--- config.mk ---
export PLATFORM = sky130hd
export DESIGN_NAME = stripe_mode_sequencer
export DESIGN_NICKNAME = d
export VERILOG_FILES = /design/src/rtl/stripe_mode_sequencer.sv
export SDC_FILE = /design/constraint.sdc
export NUM_CORES = 1
export LEC_CHECK = 0
export ABC_AREA = 1
export BUFFER_PORTS_ARGS = -buffer_cell sky130_fd_sc_hd__buf_2
export CAP_MARGIN = 20
export CORE_AREA = 2 2 248 250
export DETAILED_ROUTE_END_ITERATION = 8
export DIE_AREA = 0 0 250 252
export GPL_ROUTABILITY_DRIVEN = 0
export GPL_TIMING_DRIVEN = 0
export PLACE_DENSITY = 0.36
export SLEW_MARGIN = 10
export SYNTH_ARGS = -nofsm -noshare
export SYNTH_HDL_FRONTEND = slang
export SYNTH_SLANG_ARGS = --single-unit
--- constraint.sdc ---
create_clock -name clk -period 3.67 [get_ports clk]
set_clock_uncertainty 0.15 [all_clocks]
set_input_delay 0.1835 -clock clk [delete_from_list [all_inputs] [get_ports clk]]
set_output_delay 0.1835 -clock clk [all_outputs]
set_load 0.05 [all_outputs]
--- src/rtl/stripe_mode_sequencer.sv ---
// Serialises striping-mode changes against AXI traffic: new addresses are held off and
// in-flight transactions drained before the remapper is handed the new mode.
module stripe_mode_sequencer #(
    parameter logic [1:0]  INIT_MODE = 2'd0,
    parameter logic [31:0] SR_ADDR   = 32'h30,
    parameter int          CNT_W     = 8,
    parameter int          ADDR_W    = 32,
    parameter int          DATA_W    = 64
) (
    input  logic                clk,
    input  logic                rst,
    input  logic                sr_req_valid,
    input  logic                sr_req_is_write,
    input  logic [31:0]         sr_req_addr,
    input  logic [63:0]         sr_req_data,
    output logic                sr_resp_valid,
    output logic [63:0]         sr_resp_data,
    input  logic [ADDR_W-1:0]   phys_m_araddr,
    input  logic [7:0]          phys_m_arlen,
    input  logic                phys_m_arvalid,
    output logic                phys_m_arready,
    input  logic [ADDR_W-1:0]   phys_m_awaddr,
    input  logic [7:0]          phys_m_awlen,
    input  logic                phys_m_awvalid,
    output logic                phys_m_awready,
    input  logic [DATA_W-1:0]   phys_m_wdata,
    input  logic [DATA_W/8-1:0] phys_m_wstrb,
    input  logic                phys_m_wlast,
    input  logic                phys_m_wvalid,
    output logic                phys_m_wready,
    output logic [DATA_W-1:0]   phys_m_rdata,
    output logic [1:0]          phys_m_rresp,
    output logic                phys_m_rlast,
    output logic                phys_m_rvalid,
    input  logic                phys_m_rready,
    output logic [1:0]          phys_m_bresp,
    output logic                phys_m_bvalid,
    input  logic                phys_m_bready,
    output logic [ADDR_W-1:0]   phys_s_araddr,
    output logic [7:0]          phys_s_arlen,
    output logic                phys_s_arvalid,
    input  logic                phys_s_arready,
    output logic [ADDR_W-1:0]   phys_s_awaddr,
    output logic [7:0]          phys_s_awlen,
    output logic                phys_s_awvalid,
    input  logic                phys_s_awready,
    output logic [DATA_W-1:0]   phys_s_wdata,
    output logic [DATA_W/8-1:0] phys_s_wstrb,
    output logic                phys_s_wlast,
    output logic                phys_s_wvalid,
    input  logic                phys_s_wready,
    input  logic [DATA_W-1:0]   phys_s_rdata,
    input  logic [1:0]          phys_s_rresp,
    input  logic                phys_s_rlast,
    input  logic                phys_s_rvalid,
    output logic                phys_s_rready,
    input  logic [1:0]          phys_s_bresp,
    input  logic                phys_s_bvalid,
    output logic                phys_s_bready,
    output logic [1:0]          mode,
    output logic                busy
);

    localparam logic [CNT_W-1:0] CNT_MAX = '1;
    localparam int               STAT_W  = 2 * CNT_W + 6;

    typedef enum logic [1:0] {IDLE, DRAIN, SWITCH} state_t;

    state_t            state, state_nxt;
    logic [CNT_W-1:0]  rd_cnt, wr_cnt;
    logic              held_ar, held_aw;
    logic [1:0]        pend_mode, pend_mode_nxt, mode_nxt;
    logic              pend_valid, pend_valid_nxt;
    logic              ar_open, aw_open;
    logic              ar_hs, aw_hs, r_done, b_done;
    logic              mode_wr, stat_rd;
    logic [1:0]        wr_val;
    logic [STAT_W-1:0] status;
    logic              unused_sr_data;

    // Steps an outstanding counter; a stray decrement at zero (e.g. a response
    // arriving after reset) is ignored rather than wrapping.
    function automatic logic [CNT_W-1:0] cnt_step(input logic [CNT_W-1:0] cnt,
                                                  input logic inc, input logic dec);
        if (inc && !dec)
            return cnt + 1'b1;
        if (dec && !inc && cnt != '0)
            return cnt - 1'b1;
        return cnt;
    endfunction

    assign unused_sr_data = ^sr_req_data[63:2];
    assign wr_val  = sr_req_data[1:0];
    assign mode_wr = sr_req_valid && sr_req_is_write && (sr_req_addr == SR_ADDR);
    assign stat_rd = sr_req_valid && !sr_req_is_write && (sr_req_addr == SR_ADDR);
    assign busy    = (state != IDLE);
    assign status  = {rd_cnt, wr_cnt, pend_valid, busy, pend_mode, mode};

    // A held address keeps its channel open so a started handshake is never withdrawn.
    assign ar_open = rst && (held_ar || (state == IDLE && rd_cnt != CNT_MAX));
    assign aw_open = rst && (held_aw || (state == IDLE && wr_cnt != CNT_MAX));

    assign phys_s_araddr  = phys_m_araddr;
    assign phys_s_arlen   = phys_m_arlen;
    assign phys_s_arvalid = phys_m_arvalid && ar_open;
    assign phys_m_arready = phys_s_arready && ar_open;
    assign phys_s_awaddr  = phys_m_awaddr;
    assign phys_s_awlen   = phys_m_awlen;
    assign phys_s_awvalid = phys_m_awvalid && aw_open;
    assign phys_m_awready = phys_s_awready && aw_open;
    assign phys_s_wdata   = phys_m_wdata;
    assign phys_s_wstrb   = phys_m_wstrb;
    assign phys_s_wlast   = phys_m_wlast;
    assign phys_s_wvalid  = phys_m_wvalid;
    assign phys_m_wready  = phys_s_wready;
    assign phys_m_rdata   = phys_s_rdata;
    assign phys_m_rresp   = phys_s_rresp;
    assign phys_m_rlast   = phys_s_rlast;
    assign phys_m_rvalid  = phys_s_rvalid;
    assign phys_s_rready  = phys_m_rready;
    assign phys_m_bresp   = phys_s_bresp;
    assign phys_m_bvalid  = phys_s_bvalid;
    assign phys_s_bready  = phys_m_bready;

    assign ar_hs  = phys_s_arvalid && phys_s_arready;
    assign aw_hs  = phys_s_awvalid && phys_s_awready;
    assign r_done = phys_s_rvalid && phys_m_rready && phys_s_rlast;
    assign b_done = phys_s_bvalid && phys_m_bready;

    always_comb begin
        state_nxt      = state;
        pend_mode_nxt  = pend_mode;
        pend_valid_nxt = pend_valid;
        mode_nxt       = mode;
        case (state)
            IDLE: begin
                if (mode_wr && wr_val != mode) begin
                    pend_mode_nxt = wr_val;
                    state_nxt     = DRAIN;
                end
            end
            DRAIN: begin
                if (mode_wr) begin
                    pend_mode_nxt  = wr_val;
                    pend_valid_nxt = 1'b1;
                end
                if (!held_ar && !held_aw && rd_cnt == '0 && wr_cnt == '0)
                    state_nxt = SWITCH;
            end
            SWITCH: begin
                mode_nxt = pend_mode;
                if (mode_wr) begin
                    pend_mode_nxt  = wr_val;
                    pend_valid_nxt = 1'b1;
                end
                // A write landing in this very cycle must also trigger another drain.
                state_nxt = (pend_valid || mode_wr) ? DRAIN : IDLE;
            end
            default: state_nxt = IDLE;
        endcase
        if (state_nxt == DRAIN && state != DRAIN)
            pend_valid_nxt = 1'b0;
    end

    always_ff @(posedge clk) begin
        if (!rst) begin
            state         <= IDLE;
            mode          <= INIT_MODE;
            pend_mode     <= INIT_MODE;
            pend_valid    <= 1'b0;
            rd_cnt        <= '0;
            wr_cnt        <= '0;
            held_ar       <= 1'b0;
            held_aw       <= 1'b0;
            sr_resp_valid <= 1'b0;
            sr_resp_data  <= '0;
        end else begin
            state         <= state_nxt;
            mode          <= mode_nxt;
            pend_mode     <= pend_mode_nxt;
            pend_valid    <= pend_valid_nxt;
            rd_cnt        <= cnt_step(rd_cnt, ar_hs, r_done);
            wr_cnt        <= cnt_step(wr_cnt, aw_hs, b_done);
            held_ar       <= phys_s_arvalid && !phys_s_arready;
            held_aw       <= phys_s_awvalid && !phys_s_awready;
            sr_resp_valid <= stat_rd;
            if (stat_rd)
                sr_resp_data <= {{(64 - STAT_W){1'b0}}, status};
        end
    end

endmodule

==> results.md <==
- First DRT Iteration DRCs: 182
- Final net count: around 1.4k
- FMAX: between 400 and 500 MHz
- Syn Area/Cell: 6.97 um^2
- Final worst-path setup slack: 1300 ps
- Cells on Worst Hold Path: 3
- GR Overflow Total: 0
- CTS tree: yes
- Clock share of power: between 20% and 30%
- FF+latch count, synth: 48
- Multi-input logic area: between 1500 and 2000 um^2
- Worst-path maximum fanout: 9
- Initial antenna violation count: 7
- Vias in the first global route: roughly 4.4k
- Largest net degree at the start of global routing: 17
- Psw: 1.14 mW
- P_int: around 1.3 mW
- # DRC: 0
- Vias post-DR: just under 5k
- CP Data Arrival Time: roughly 2400 ps
- # Max-Cap Violations: 0
- Worst path top cell family by delay: simple AND/OR/NAND/NOR gates
- DRT antenna net count: 0
- Hold Slack: approximately 15 ps
- Status: finished, final reports clean
- Synth cell types: 27
- DPL Wire Length: roughly 17000 um
- CTS Hold Bufs: 0
- Final setup viols: 0
- Period utilisation layout: between 60 and 70%
- Simple-Gate Fraction of Synth Area: 18.6%
- Post CTS Setup Buffer Count: 0
- Reg area: 961 um^2
- Worst Setup End Kind: flip-flop
- Sequential element share of the synthesized area: a little over 20%
- Area grow syn2layout: 59.0%
- Worst-path cell chain: ha_1, nand2_1, nor2_2, nand2_1, nand2_1, nand2_1, nand4_4, nand2_4, o21ai_4, inv_2, a21oi_1, nor2_1
- Post-synthesis mux area share: 0%
- Most frequent CP cell: nand2_1
- Global-route wire length before repair: 25700 um
- CP Launch Type: flip-flop
- Gate power share: a little over half
- Final WL: 19400 um
- Leakage power figure: 3.94 nW
- Power per standard cell area: around 320 nW/um^2
- Chip Width: ~250 um
- Cell Area, Synth: between 4000 and 5000 um^2
- Worst slack, placed: roughly 1200 ps
- Slowest cell on crit path: dfxtp_1
- TritonRoute pass-1 iters: 4
- Critical Path Max Stage Delay: 440 ps
- Type of the worst setup path: reg -> reg
- Post-Synth XOR/XNOR Area: around 3.7%
- I/O pins: around 630
- Post-route cell area: around 7600 um^2
- Synth warn: 0
- Hold Crit Class: in -> reg
- Register share of total power: 23.8%
- PortBufs: roughly 300
- Initial cell density of the core: around 7.9%
- Vias per Instance: 2.73
- Cells after Synth: just under 700
- Worst-path clk slew: 70 ps
- Row count: 90
- Commonest non-fill, non-tap cell in the layout: buf_2
- Post-synth EDFFs: 0
- Most frequent cells in the layout: buf_2 (306), buf_4 (272), nand2_1 (118)
- Num CTS Buffers: 5
- N_diodes: 0
- Max VDD drop: between 0.2 and 0.25 mV
- Compound-Gate Fraction of Synth Area: 7.57%
- Routed wire length per instance: 10.7 um
- Largest family of logic cells by synthesized area: buffers and inverters
- Fin crit period: approximately 2400 ps
- Total core area: about 60000 um^2
- Finished Layout Cells: around 1.8k
- CTS H-tree lvls: 2
- Net Sw Frac: 47.1%
- Adder-Cell Fraction of Synth Area: 2.62%
- Fin. max-slew vios: 0
- Die height: 252 um
- Slew HR: 50.2%
- Clock Latency Late Sink: 290 ps
- Proportion of layout cells with a drive suffix above 1: between 50% and 60%
- Die ar.: roughly 63000 um^2
- Worst path depth: 12
- Root buf cell: clkbuf_16
- Asr flop ratio synth: 0%
- RSZ-0062 raised after global routing: no
- Final number of hold-violating endpoints: 0
- Placement Cell Area: between 7000 and 8000 um^2
- CTS sink cnt: 48
- Predominant post-synthesis flop cell: dfxtp_1
- CTS Buffer Depth: 2
- GRT Total Usage: 5.47%
- Fillcell total: 6995
- Post-CTS sizing: 0
- CP Buf/Inv Count: 1
- Worst-Margin Slew: 747 ps
- Worst reg2reg path depth: 12
- Final setup TNS: 0 ps
- Cells after DPL: roughly 1.8k
- CP required: approximately 3700 ps
[final cells by class]
type	instances	share of cell area, %
sequential	48	12.6
timing repair buffer	303	20.0
tap	782	12.9
clock inverter	3	0.609
inverter	42	2.07
multi-input combinational	353	22.5
buffer	284	27.7
clock buffer	5	1.65
[power by group through the flow]
stage,sequential (mW),clock (mW),combinational [mW]
finish,0.579,0.544,1.31
global route,0.583,0.591,1.40
CTS,0.579,0.573,1.32
detailed placement,0.591,0,1.31
global placement,0.592,0,1.32
floorplan,0.579,0,1.09
[registers in the layout, summed over array words and instances, names as in the netlist]
signal	count
held_ar	1
held_aw	1
mode	2
pend_mode	2
pend_valid	1
rd_cnt	8
sr_resp_data	22
sr_resp_valid	1
state	2
wr_cnt	8
[final timing paths]
check	startpoint	end	slack (ps)
worst max-delay path	rd_cnt[0]$_SDFFE_PN0P_	rd_cnt[5]$_SDFFE_PN0P_	1300
worst min-delay path	phys_m_awvalid	held_aw$_SDFF_PN0_	10
worst min register to register	sr_resp_data[6]$_SDFFE_PN0P_	sr_resp_data[6]$_SDFFE_PN0P_	320
worst max register to register	rd_cnt[0]$_SDFFE_PN0P_	rd_cnt[5]$_SDFFE_PN0P_	1300
[metal layers]
metal  part of all wire [%]  track usage (%)  wire length, um  up-vias
met2                     52             10.5            10200      313
met4                    3.3             2.43              642        2
met3                    8.5             1.24             1660       32
met5                  0.067                0               13        -
li1                       -                -                -     2511
met1                     36             5.63             6930     2105
[cells by family after synthesis]
family | Yosys count
other | 1
buffers and inverters | 326
AND/OR/NAND/NOR | 212
adder cells (fa/ha/maj) | 10
flip-flops | 48
XOR/XNOR | 20
AO/OA/AOI/OAI | 69
[synth_stat cells, types with 2 or more instances]
| master | n | area share (%) |
|---|---|---|
| inv_2 | 3 | 0.24 |
| nand3_1 | 19 | 2.0 |
| nand2_4 | 2 | 0.47 |
| inv_1 | 39 | 3.1 |
| o21ai_0 | 29 | 3.0 |
| xnor2_1 | 4 | 0.73 |
| buf_6 | 2 | 0.47 |
| nand2_1 | 118 | 9.3 |
| xor2_1 | 16 | 2.9 |
| clkbuf_1 | 7 | 0.55 |
| dfxtp_1 | 48 | 20 |
| nand4_1 | 4 | 0.52 |
| nor2_2 | 3 | 0.39 |
| a21oi_1 | 37 | 3.9 |
| or2_2 | 2 | 0.26 |
| ha_1 | 10 | 2.6 |
| buf_4 | 272 | 43 |
| nor3_1 | 4 | 0.42 |
| buf_2 | 3 | 0.31 |
| nor2_1 | 57 | 4.5 |
[through the flow]
step           utilization (%)  total power, mW
2_1_floorplan                -             1.67
6_report                  12.6             2.43
3_3_place_gp              12.4             1.91
3_5_place_dp              12.4             1.90
5_1_grt                   12.6             2.57
4_1_cts                   12.6             2.47
[worst reg2reg max path: cells and delay by family (launching register included)]
family	cells	cell delay, ps
flops	1	440
buf+inv	1	160
compound gates	2	290
simple gates	8	990
fa+ha+maj	1	220
Power figures use the tool's default switching activity.
